$ cat src/rtl/rv32c_fetch_queue_if.sv
// Fetch-side and decode-side handshake bundle for the RV32C fetch queue.
// The queue takes the slave view; the memory/decode environment takes the master view.
interface rv32c_fetch_queue_if #(
  parameter int DEPTH = 8
);
  localparam int CW = $clog2(DEPTH) + 1;

  logic [31:0]   fetch_addr;
  logic          in_valid;
  logic          in_ready;
  logic [31:0]   in_data;
  logic          redirect_en;
  logic [31:0]   redirect_pc;
  logic          out_valid;
  logic          out_ready;
  logic [31:0]   out_inst;
  logic          out_c;
  logic [31:0]   out_pc;
  logic [31:0]   out_npc;
  logic          out_ill;
  logic [CW-1:0] count;

  modport master (
    output in_valid, in_data, redirect_en, redirect_pc, out_ready,
    input  fetch_addr, in_ready, out_valid, out_inst, out_c, out_pc, out_npc, out_ill, count
  );

  modport slave (
    input  in_valid, in_data, redirect_en, redirect_pc, out_ready,
    output fetch_addr, in_ready, out_valid, out_inst, out_c, out_pc, out_npc, out_ill, count
  );
endinterface

$ cat src/rtl/rv32c_fetch_queue.sv
// Halfword-granular RV32C fetch queue: accepts word-aligned fetch words and
// hands out one 16-bit or 32-bit instruction per handshake with its PC.
module rv32c_fetch_queue #(
  parameter logic [31:0] RESET_PC = 32'h80000000,
  parameter int          DEPTH    = 8,
  parameter bit          C_EN     = 1'b1
) (
  input  logic              clk,
  input  logic              rst,
  rv32c_fetch_queue_if.slave fq
);
  localparam int AW = $clog2(DEPTH);
  localparam int CW = AW + 1;

  logic [15:0]   mem [DEPTH];
  logic [AW-1:0] rptr;
  logic [AW-1:0] wptr;
  logic [CW-1:0] cnt;
  logic [31:0]   faddr;
  logic [31:0]   head_pc;
  logic          skip;

  logic [15:0]   hw0;
  logic [15:0]   hw1;
  logic          is_c;
  logic          head_ok;
  logic          push;
  logic          pop;
  logic [CW-1:0] push_n;
  logic [CW-1:0] pop_n;
  logic [31:0]   npc;
  logic [31:1]   tgt;
  logic          unused_bits;

  assign unused_bits = fq.redirect_pc[0];

  // An empty queue reports a 32-bit head so reset shows out_c = 0 and npc = pc + 4.
  assign hw0     = mem[rptr];
  assign hw1     = mem[rptr + AW'(1)];
  assign is_c    = C_EN && (cnt != '0) && (hw0[1:0] != 2'b11);
  assign head_ok = is_c || (cnt >= CW'(2));
  assign npc     = head_pc + (is_c ? 32'd2 : 32'd4);

  assign fq.fetch_addr = faddr;
  assign fq.in_ready   = (cnt <= CW'(DEPTH - 2));
  assign fq.out_valid  = head_ok && !fq.redirect_en;
  assign fq.out_inst   = (cnt == '0) ? 32'h0 : (is_c ? {16'h0, hw0} : {hw1, hw0});
  assign fq.out_c      = is_c;
  assign fq.out_pc     = head_pc;
  assign fq.out_npc    = npc;
  assign fq.out_ill    = !C_EN && (cnt != '0) && (hw0[1:0] != 2'b11);
  assign fq.count      = cnt;

  assign push   = fq.in_valid && fq.in_ready && !fq.redirect_en;
  assign pop    = fq.out_valid && fq.out_ready;
  assign push_n = skip ? CW'(1) : CW'(2);
  assign pop_n  = is_c ? CW'(1) : CW'(2);
  assign tgt    = rst ? RESET_PC[31:1] : fq.redirect_pc[31:1];

  // Reset behaves exactly like a redirect to RESET_PC; with C_EN = 0 the target drops to its word.
  always_ff @(posedge clk) begin
    if (rst || fq.redirect_en) begin
      rptr    <= '0;
      wptr    <= '0;
      cnt     <= '0;
      head_pc <= C_EN ? {tgt[31:1], 1'b0} : {tgt[31:2], 2'b00};
      faddr   <= {tgt[31:2], 2'b00};
      skip    <= C_EN && tgt[1];
    end else begin
      if (push) begin
        wptr  <= wptr + push_n[AW-1:0];
        faddr <= faddr + 32'd4;
        skip  <= 1'b0;
      end
      if (pop) begin
        rptr    <= rptr + pop_n[AW-1:0];
        head_pc <= npc;
      end
      cnt <= cnt + (push ? push_n : CW'(0)) - (pop ? pop_n : CW'(0));
    end
  end

  // A skipped word contributes only its upper halfword (redirect into the middle of a word).
  always_ff @(posedge clk) begin
    if (push && !rst) begin
      if (skip) begin
        mem[wptr] <= fq.in_data[31:16];
      end else begin
        mem[wptr]          <= fq.in_data[15:0];
        mem[wptr + AW'(1)] <= fq.in_data[31:16];
      end
    end
  end
endmodule

$ cat src/flat_wrapper.sv
// flat-port wrapper written by rule: the top's interface ports become plain ports
module rv32c_fetch_queue_flat 
#(
  parameter logic [31:0] RESET_PC = 32'h80000000,
  parameter int          DEPTH    = 8,
  parameter bit          C_EN     = 1'b1
)
  (clk, rst, fq_in_valid, fq_in_data, fq_redirect_en, fq_redirect_pc, fq_out_ready, fq_fetch_addr, fq_in_ready, fq_out_valid, fq_out_inst, fq_out_c, fq_out_pc, fq_out_npc, fq_out_ill, fq_count);
  rv32c_fetch_queue_if #(.DEPTH(DEPTH)) fq_i ();
  input  logic clk;
  input  logic rst;
  input wire logic [$bits(fq_i.in_valid)-1:0] fq_in_valid;
  input wire logic [$bits(fq_i.in_data)-1:0] fq_in_data;
  input wire logic [$bits(fq_i.redirect_en)-1:0] fq_redirect_en;
  input wire logic [$bits(fq_i.redirect_pc)-1:0] fq_redirect_pc;
  input wire logic [$bits(fq_i.out_ready)-1:0] fq_out_ready;
  output wire logic [$bits(fq_i.fetch_addr)-1:0] fq_fetch_addr;
  output wire logic [$bits(fq_i.in_ready)-1:0] fq_in_ready;
  output wire logic [$bits(fq_i.out_valid)-1:0] fq_out_valid;
  output wire logic [$bits(fq_i.out_inst)-1:0] fq_out_inst;
  output wire logic [$bits(fq_i.out_c)-1:0] fq_out_c;
  output wire logic [$bits(fq_i.out_pc)-1:0] fq_out_pc;
  output wire logic [$bits(fq_i.out_npc)-1:0] fq_out_npc;
  output wire logic [$bits(fq_i.out_ill)-1:0] fq_out_ill;
  output wire logic [$bits(fq_i.count)-1:0] fq_count;
  assign fq_i.in_valid = fq_in_valid;
  assign fq_i.in_data = fq_in_data;
  assign fq_i.redirect_en = fq_redirect_en;
  assign fq_i.redirect_pc = fq_redirect_pc;
  assign fq_i.out_ready = fq_out_ready;
  assign fq_fetch_addr = fq_i.fetch_addr;
  assign fq_in_ready = fq_i.in_ready;
  assign fq_out_valid = fq_i.out_valid;
  assign fq_out_inst = fq_i.out_inst;
  assign fq_out_c = fq_i.out_c;
  assign fq_out_pc = fq_i.out_pc;
  assign fq_out_npc = fq_i.out_npc;
  assign fq_out_ill = fq_i.out_ill;
  assign fq_count = fq_i.count;
  rv32c_fetch_queue #(.RESET_PC(RESET_PC), .DEPTH(DEPTH), .C_EN(C_EN)) u_core (.clk(clk), .rst(rst), .fq(fq_i));
endmodule
$ cat config.mk
export PLATFORM = sky130hd
export DESIGN_NAME = rv32c_fetch_queue_flat
export DESIGN_NICKNAME = d
export VERILOG_FILES = /design/src/rtl/rv32c_fetch_queue_if.sv /design/src/rtl/rv32c_fetch_queue.sv /design/src/flat_wrapper.sv
export SDC_FILE = /design/constraint.sdc
export NUM_CORES = 1
export LEC_CHECK = 0
export CAP_MARGIN = 0
export CORE_MARGIN = 3
export CORE_UTILIZATION = 50
export DETAILED_ROUTE_END_ITERATION = 12
export MAX_ROUTING_LAYER = met4
export PLACE_DENSITY = 0.74
export SYNTH_ARGS = -nofsm -noshare
export SYNTH_HDL_FRONTEND = slang
export SYNTH_SLANG_ARGS = --single-unit
$ cat constraint.sdc
create_clock -name clk -period 7.34 [get_ports clk]
set_input_delay 1.468 -clock clk [delete_from_list [all_inputs] [get_ports clk]]
set_output_delay 1.468 -clock clk [all_outputs]
set_load 0.005 [all_outputs]
==> results of run 1 <==
area by class of cell:
type | count | share of cell area, %
clock buffers | 37 | 4.293
inverters | 46 | 1.110
repair buffers | 211 | 13.33
flip-flops and latches | 203 | 38.36
multi-input cells | 645 | 39.97
clock inverters | 4 | 0.3296
well taps | 324 | 2.605
routing by layer:
| metal | track usage, % | share of wire, % | up-vias |
|---|---|---|---|
| li1 | - | - | 3996 |
| met1 | 33.62 | 40 | 4477 |
| met2 | 43.56 | 50 | 408 |
| met3 | 3.837 | 7.7 | 64 |
| met4 | 7.244 | 2.4 | 0 |
| met5 | - | 0 | - |
flip-flops by register name (all words and copies together) (netlist names), named ones only:
register,count
u_core.wptr,3
u_core.fq.count,4
u_core.fq.out_pc,31
u_core.rptr,3
u_core.skip,1
u_core.mem,128
u_core.fq.fetch_addr,30
stage by stage:
step	instance area, um^2	power (mW)
global route	15560	3.619
finish	15560	3.479
detailed placement	14840	2.387
CTS	15560	3.500
global placement	14840	2.371
floorplan	12590	1.897
cell families after synthesis:
group                    after synthesis  synth area share (%)
AO/OA/AOI/OAI                        128                 7.435
XOR/XNOR                              55                 3.951
adder cells (fa/ha/maj)               18                 2.090
buffers and inverters                106                 3.981
flip-flops                           203                 47.46
multiplexers                         222                 25.45
other                                  1               0.02983
AND/OR/NAND/NOR                      217                 9.605
cell usage in the layout (no fill, tap or decap), types with 11 or more instances in the layout:
cell type	Yosys	routed
buf_4	16	13
nand2_1	70	70
mux2_1	92	92
inv_1	45	45
mux4_2	64	64
a21boi_0	17	17
xor2_1	22	22
clkdlybuf4s50_1	0	197
o21a_1	31	31
nor2_1	36	36
and3_1	11	11
a21oi_1	48	48
ha_1	13	12
nand4_1	16	16
nand3_1	20	20
mux2i_1	28	20
mux2_2	36	36
clkbuf_16	0	23
xnor2_1	31	30
nor3_1	12	12
edfxtp_1	190	190
critical path, stage by stage, from the launching register on:
cell and delay [ns]:
dfxtp_2 0.60, mux4_2 0.57, mux2i_2 0.28, o22ai_1 0.25
inv_1 0.23, ha_1 0.20, inv_1 0.06, fa_1 0.42
nand4b_1 0.29, or3_1 0.68, nor4_4 0.39, xor2_2 0.18
clkdlybuf4s50_1 0.59
worst paths after layout:
path | startpoint | endpoint | slack (ns) | depth (start not counted)
worst min register to register | u_core.rptr[1]$_SDFFE_PN0N_ | register | 0.53 | 2
worst min-delay path | u_core.rptr[1]$_SDFFE_PN0N_ | register | 0.53 | 2
worst max-delay path | register | fq_out_npc[31] | 0.63 | 12
worst max register to register | register | u_core.fq.out_pc[31]$_DFFE_PP_ | 2.82 | 12
power by group through the flow:
| stage | combinational, mW | sequential (mW) | clock [mW] |
|---|---|---|---|
| floorplan | 0.450 | 1.45 | 0 |
| global placement | 0.907 | 1.46 | 0 |
| detailed placement | 0.920 | 1.47 | 0 |
| CTS | 0.926 | 1.44 | 1.13 |
| global route | 0.997 | 1.45 | 1.17 |
| finish | 0.919 | 1.44 | 1.12 |
==> flow_metrics.py, run 1 <==
metrics = {
    "grt": {
        "grt_pass1_wl_um": 52450,
        "grt_pass1_vias": 8920,
        "grt_overflow_total": 0,
        "antenna_found_initial": 0,
        "grtUsageTotal_pct": 26.11,
        "grt_max_degree": 43,
    },
    "pwr": {
        "cellPowerDensity_mw_per_mm2": 223.6,
        "internal_power_mw": 2.504,
        "power.switching_uw": 975.3,
        "pwr-share-seq_pct": 41.5,
        "p_leak_nw": 5.260,
        "vdd_drop_max_mv": 0.1334,
        "comb_power_share_pct": 26.4,
        "clockPowerShare_pct": 32.1,
        "swShare_pct": 28.03,
    },
    "placed_design": {
        "place.gp.congestion": 0.8546,
        "detailedPlace.worstSlack_ns": 1.155,
        "io_buffers": 198,
        "hpwlAfterDp_um": 22680,
        "placed_cells": 1429,
    },
    "timing": {
        "max_freq_mhz": 149.0,
        "hold_ws_ns": 0.5258,
        "setup_ws_ns": 0.6270,
        "tightest_slew_ns": 1.170,
        "drv_slew": 0,
        "fin_crit_sh_pct": 91.46,
        "hold_viol": 0,
        "fin_setup_tns_ns": 0,
        "period_needed_ns": 6.713,
        "skew_ns": 0.03184,
        "setup_viol": 0,
        "rsz0062_at_grt": "false",
        "slew_headroom_pct": 21.63,
    },
    "die": {
        "die_h_um": 164.6,
        "ios": 205,
        "start_util_pct": 51.24,
        "die-area_mm2": 0.02708,
        "fp-row-count": 57,
        "core_mm2": 0.02453,
        "die_x_um": 164.6,
    },
    "detailed_routing": {
        "post_drt_wl_per_cell_um": 23.58,
        "remaining_drc_errors": 0,
        "drtPass1Iterations": 5,
        "wirelength_um": 34660,
        "drt_iter0_drc": 800,
        "routed_via_density": 6.085,
        "route.vias.total": 8945,
        "ant_nets": 0,
    },
    "final_layout": {
        "antenna-diode-count": 0,
        "finalNonFillerCells": 1470,
        "final_util_pct": 63.43,
        "multiInputGateArea_mm2": 0.006221,
        "regArea_mm2": 0.005969,
        "fillers": 1909,
        "area_growth_pct": 23.80,
        "layout-drive-gt1-share_pct": 16.40,
        "nNetsFinal": 1217,
    },
    "yosys": {
        "ys_async_sr_fraction_pct": 0,
        "ys_seq_area_share_pct": 47.46,
        "avgSynthCellArea_um2": 13.23,
        "synthFlopType": "edfxtp_1",
        "synth_area_leader_cell": "edfxtp_1",
        "ys_ff_latch": 203,
        "synth_edf_count": 190,
        "netlist_area_mm2": 0.01257,
        "ys_types": 69,
        "yosys_warnings": 0,
        "synth_most_common_cell": "edfxtp_1",
        "synth_commonest_cells": "190 x edfxtp_1, 92 x mux2_1, 70 x nand2_1",
        "synthTopCellsByArea": "edfxtp_1 45%, mux4_2 11%, mux2_1 8.2%",
        "syn_inst": 950,
        "synth_top_area_share_pct": 45.39,
    },
    "cts": {
        "cts.sinks": 203,
        "clk_path_buf_depth": 3,
        "cts-root-buf": "clkbuf_16",
        "clk_latency_ns": 0.53,
        "hold_buffers": 0,
        "clk_pin_slew_ns": 0.05,
        "post_cts_buffers": 0,
        "cts_tree": "yes",
        "htreeDepth": 1,
        "cts_resized": 0,
        "cts_buffers": 23,
    },
    "outcome": {
        "outcome": "finished, final reports clean",
    },
    "worst_hold_path": {
        "min_path_type": "reg2reg",
    },
    "critical_path": {
        "crit_required_ns": 5.87,
        "end_kind": "output pin",
        "start_kind": "register",
        "critPathMaxFanout": 13,
        "crit_type": "reg2out",
        "critPathArrivalTime_ns": 5.25,
    },
    "job": {
        "cap_violations": 0,
    },
}
Power figures use the tool's default switching activity.
==> run 2, diff against run 1 <==
--- a/config.mk
+++ b/config.mk
@@ -8,6 +8,7 @@
 export CAP_MARGIN = 0
 export CORE_MARGIN = 3
 export CORE_UTILIZATION = 50
+export CTS_BUF_LIST = sky130_fd_sc_hd__clkbuf_4
 export DETAILED_ROUTE_END_ITERATION = 12
 export MAX_ROUTING_LAYER = met4
 export PLACE_DENSITY = 0.74
==> constraint.sdc (replaced) <==
create_clock -name clk -period 7.34 [get_ports clk]
set_input_delay 1.468 -clock clk [delete_from_list [all_inputs] [get_ports clk]]
set_output_delay 1.468 -clock clk [all_outputs]
set_load 0.01 [all_outputs]
==> run 2 against run 1 <==
Die area unchanged. Fmax decreased by 2.7%. Combinational power increased by 5.8%. Critical endpoint unchanged. Largest cell class unchanged.
==> flow_metrics.py, run 2 (synthesis gave the netlist of run 1 again) <==
metrics = {
    "outcome": {
        "outcome": "finished, final reports clean",
    },
    "cts": {
        "cts.sinks": 203,
        "cts_buffers": 54,
        "clk_latency_ns": 0.67,
        "cts_tree": "yes",
        "post_cts_buffers": 0,
        "cts_resized": 0,
        "clk_pin_slew_ns": 0.07,
        "htreeDepth": 2,
        "hold_buffers": 0,
        "clk_path_buf_depth": 3,
        "cts-root-buf": "clkbuf_4",
    },
    "critical_path": {
        "crit_required_ns": 5.87,
        "critPathMaxFanout": 15,
        "crit_family": "simple AND/OR/NAND/NOR gates",
        "critPathArrivalTime_ns": 5.43,
        "crit_chain": "mux4_2 > mux2i_2 > o22ai_1 > inv_1 > ha_1 > inv_1 > fa_1 > nand4b_1 > or3_1 > nor4_4 > xor2_2 > clkdlybuf4s50_1",
        "cpMaxStageDelayCell": "or3_1",
        "slowest_delay_ns": 0.68,
        "cp_common_cell": "inv_1",
        "end_kind": "output pin",
        "start_kind": "register",
        "crit_buf_inv": 3,
        "crit_type": "reg2out",
    },
    "detailed_routing": {
        "drt_iter0_drc": 768,
        "ant_nets": 0,
        "post_drt_wl_per_cell_um": 22.54,
        "remaining_drc_errors": 0,
        "route.vias.total": 9116,
        "routed_via_density": 5.962,
        "drtPass1Iterations": 5,
        "wirelength_um": 34460,
    },
    "grt": {
        "grt_overflow_total": 0,
        "grt_pass1_vias": 9226,
        "grt_pass1_wl_um": 52430,
        "grt_max_degree": 45,
        "grtUsageTotal_pct": 26.17,
        "antenna_found_initial": 1,
    },
    "timing": {
        "skew_ns": 0.02724,
        "hold_ws_ns": 0.5460,
        "tightest_slew_ns": 1.132,
        "fin_crit_sh_pct": 94.02,
        "period_needed_ns": 6.901,
        "hold_viol": 0,
        "max_freq_mhz": 144.9,
        "slew_headroom_pct": 24.15,
        "fin_setup_tns_ns": 0,
        "setup_viol": 0,
        "drv_slew": 0,
        "rsz0062_at_grt": "false",
    },
    "die": {
        "ios": 205,
        "die_x_um": 164.6,
        "fp-row-count": 57,
        "start_util_pct": 51.24,
        "core_mm2": 0.02453,
        "die_h_um": 164.6,
        "die-area_mm2": 0.02708,
    },
    "job": {
        "cap_violations": 0,
    },
    "final_layout": {
        "regMostFlops": "u_core.mem",
        "fillers": 1935,
        "final_cell_mix": "197 x clkdlybuf4s50_1, 190 x edfxtp_1, 92 x mux2_1, 84 x clkbuf_4, 70 x nand2_1",
        "mostFrequentLayoutCell": "clkdlybuf4s50_1",
        "largest_reg_flops": 128,
        "final_util_pct": 63.54,
        "area_growth_pct": 24.00,
        "stdcell_area_mm2": 0.01559,
        "regArea_mm2": 0.005969,
        "nNetsFinal": 1248,
        "layout-drive-gt1-share_pct": 20.35,
        "multiInputGateArea_mm2": 0.006221,
    },
    "placed_design": {
        "io_buffers": 198,
        "postPlaceCellArea_mm2": 0.01484,
        "place.gp.congestion": 0.8533,
        "hpwlAfterDp_um": 22540,
    },
    "worst_hold_path": {
        "min_path_type": "reg2reg",
    },
    "pwr": {
        "vdd_drop_max_mv": 0.1454,
        "p_leak_nw": 5.353,
        "cellPowerDensity_mw_per_mm2": 223.4,
    },
}
==> run 2: final timing paths <==
path,cells past startpoint,slack [ns],from,end
setup / recovery,12,0.44,register,fq_out_npc[31]
hold / removal,2,0.55,u_core.rptr[1]$_SDFFE_PN0N_,u_core.rptr[1]$_SDFFE_PN0N_
setup reg to reg,12,2.78,register,u_core.fq.out_pc[31]$_DFFE_PP_
hold reg to reg,2,0.55,u_core.rptr[1]$_SDFFE_PN0N_,u_core.rptr[1]$_SDFFE_PN0N_
==> run 2: per-layer routing <==
metal	global-route usage, %	up-vias	wire length (um)
li1	-	4096	-
met1	32.57	4531	13620
met2	43.81	428	17280
met3	4.439	61	2807
met4	8.692	0	757
met5	-	-	0
==> run 2: cell type report <==
type                       count  share of cell area [%]
clock buffer                  84                   4.046
sequential                   203                   38.30
timing repair buffer         211                   13.31
antenna                        1                 0.01605
inverter                      46                   1.108
multi-input combinational    645                   39.91
tap                          324                   2.601
clock inverter                15                  0.7144
==> run 2: through the flow <==
step | total power [mW] | instances | worst slack, ns
2_1_floorplan | 1.953 | 954 | 2.453
3_3_place_gp | 2.427 | 1429 | 1.129
3_5_place_dp | 2.439 | 1429 | 1.137
4_1_cts | 3.505 | 1528 | 0.4173
5_1_grt | 3.648 | 1529 | 0.1711
6_report | 3.482 | 1529 | 0.4386
==> run 2: tightest hold or removal path, stage by stage, from the launching register on <==
cell and delay, ns:
dfxtp_1 0.35, nand2_1 0.07, mux2i_1 0.08
==> run 2: power breakdown <==
part | switching (mW) | leakage [nW] | internal, mW
sequential | 0.0838 | 1.94 | 1.36
combinational | 0.484 | 2.97 | 0.489
clock | 0.477 | 0.440 | 0.589
==> run 3, diff against run 2 <==
--- a/config.mk
+++ b/config.mk
@@ -10,7 +10,6 @@
 export CORE_UTILIZATION = 50
 export CTS_BUF_LIST = sky130_fd_sc_hd__clkbuf_4
 export DETAILED_ROUTE_END_ITERATION = 12
-export MAX_ROUTING_LAYER = met4
 export PLACE_DENSITY = 0.74
 export SYNTH_ARGS = -nofsm -noshare
 export SYNTH_HDL_FRONTEND = slang
==> run 3 against run 2 <==
First-iteration DRC count is 0.26% higher. Die area unchanged. Design area unchanged. Critical path depth unchanged. Count of clock-buffer cells in the layout unchanged. Non-clock buffer count stayed put. Worst hold slack better by 0.00067 ns. Fmax is essentially flat. Register-to-register slack about the same. Flip-flop and latch count did not move. Largest power group unchanged. Via count is 0.19% lower. Final cell count is the same.
==> flow_metrics.py, run 3 (synthesis gave the netlist of run 1 again) <==
metrics = {
    "outcome": {
        "outcome": "finished, final reports clean",
    },
    "placed_design": {
        "hpwlAfterDp_um": 22540,
        "io_buffers": 198,
        "placed_cells": 1429,
        "postPlaceCellArea_mm2": 0.01484,
        "place.gp.congestion": 0.8402,
    },
    "critical_path": {
        "crit_required_ns": 5.87,
        "start_kind": "register",
        "critPathMaxFanout": 15,
        "critPathArrivalTime_ns": 5.43,
        "crit_type": "reg2out",
        "end_kind": "output pin",
    },
    "grt": {
        "grtUsageMet3_pct": 4.515,
        "gr-usage-met2_pct": 43.82,
        "grt_overflow_total": 0,
        "use_met1_pct": 32.48,
        "grt_max_degree": 45,
        "grtUsageTotal_pct": 25.42,
        "grt_pass1_wl_um": 52450,
        "antenna_found_initial": 1,
        "grt_pass1_vias": 9221,
        "top_usage_layer": "met2",
    },
    "cts": {
        "clk_latency_ns": 0.66,
        "htreeDepth": 2,
        "cts-root-buf": "clkbuf_4",
        "cts_tree": "yes",
        "clk_pin_slew_ns": 0.07,
        "post_cts_buffers": 0,
        "clk_path_buf_depth": 3,
        "cts_buffers": 54,
        "cts.sinks": 203,
        "cts_resized": 0,
        "hold_buffers": 0,
    },
    "die": {
        "die_h_um": 164.6,
        "ios": 205,
        "die_x_um": 164.6,
        "core_mm2": 0.02453,
        "die-area_mm2": 0.02708,
        "fp-row-count": 57,
        "start_util_pct": 51.24,
    },
    "timing": {
        "skew_ns": 0.02875,
        "rsz0062_at_grt": "false",
        "fin_setup_tns_ns": 0,
        "period_needed_ns": 6.903,
        "max_freq_mhz": 144.9,
        "hold_ws_ns": 0.5467,
        "hold_viol": 0,
        "slew_headroom_pct": 25.63,
        "fin_crit_sh_pct": 94.04,
        "tightest_slew_ns": 1.110,
        "setup_viol": 0,
        "drv_slew": 0,
    },
    "final_layout": {
        "layout-drive-gt1-share_pct": 20.35,
        "area_growth_pct": 24.00,
        "stdcell_area_mm2": 0.01559,
        "mostFrequentLayoutCell": "clkdlybuf4s50_1",
        "finalNonFillerCells": 1529,
        "regMostFlops": "u_core.mem",
        "largest_reg_flops": 128,
        "nNetsFinal": 1248,
        "final_cell_mix": "197 x clkdlybuf4s50_1, 190 x edfxtp_1, 92 x mux2_1, 84 x clkbuf_4, 70 x nand2_1",
    },
    "pwr": {
        "clockPowerShare_pct": 30.6,
        "cellPowerDensity_mw_per_mm2": 223.5,
        "internal_power_mw": 2.438,
        "vdd_drop_max_mv": 0.1475,
        "swShare_pct": 30.02,
        "p_leak_nw": 5.353,
        "pwr-share-seq_pct": 41.4,
        "comb_power_share_pct": 27.9,
        "power.switching_mw": 1.046,
    },
    "detailed_routing": {
        "ant_nets": 0,
        "drt_iter0_drc": 770,
        "post_drt_wl_per_cell_um": 22.55,
        "routed_via_density": 5.951,
        "route.vias.total": 9099,
        "remaining_drc_errors": 0,
        "drtPass1Iterations": 5,
        "wirelength_um": 34470,
    },
    "job": {
        "cap_violations": 0,
    },
    "worst_hold_path": {
        "min_path_type": "reg2reg",
    },
}
[run 3: metrics by stage]
stage	setup WS (ns)	utilization, %	power [mW]
after global placement	1.129	60.50	2.427
after CTS	0.4173	63.53	3.505
after floorplan	2.453	-	1.953
after global routing	0.1610	63.54	3.649
after detailed placement	1.137	60.50	2.439
final	0.4374	63.54	3.483
[run 3: area by class of cell]
cell class / instances / area (um^2)
multi-input cells: 645 / 6221
repair buffers: 211 / 2074
fillers: 1935 / 8946
inverters: 46 / 172.7
well taps: 324 / 405.4
clock inverters: 15 / 111.4
clock buffers: 84 / 630.6
flip-flops and latches: 203 / 5969
diodes: 1 / 2.502
[run 3: critical path, stage by stage, from the launching register on]
cell and delay [ns]:
dfxtp_2 0.68, mux4_2 0.58, mux2i_2 0.25, o22ai_1 0.23
inv_1 0.22, ha_1 0.20, inv_1 0.05, fa_1 0.41
nand4b_1 0.28, or3_1 0.68, nor4_4 0.42, xor2_2 0.18
clkdlybuf4s50_1 0.59
[run 3: worst paths after layout]
check                         startpoint                        endpoint  slack (ns)  depth (start not counted)
max                             register                  fq_out_npc[31]        0.44                         12
min          u_core.rptr[1]$_SDFFE_PN0N_     u_core.rptr[1]$_SDFFE_PN0N_        0.55                          2
max reg2reg                     register  u_core.fq.out_pc[31]$_DFFE_PP_        2.77                         12
min reg2reg  u_core.rptr[1]$_SDFFE_PN0N_     u_core.rptr[1]$_SDFFE_PN0N_        0.55                          2
[run 3: metal layers]
| layer | vias to the layer above | part of all wire, % |
|---|---|---|
| met5 | - | 0 |
| met3 | 57 | 8.0 |
| met2 | 414 | 50 |
| met4 | 0 | 2.2 |
| met1 | 4537 | 39 |
| li1 | 4091 | - |
[run 3: power by group through the flow]
| stage | clock network [mW] | registers [mW] | logic, mW |
|---|---|---|---|
| 4_1_cts | 1.09 | 1.44 | 0.978 |
| 5_1_grt | 1.15 | 1.45 | 1.05 |
| 2_1_floorplan | 0 | 1.47 | 0.486 |
| 3_3_place_gp | 0 | 1.46 | 0.963 |
| 6_report | 1.07 | 1.44 | 0.973 |
| 3_5_place_dp | 0 | 1.47 | 0.972 |
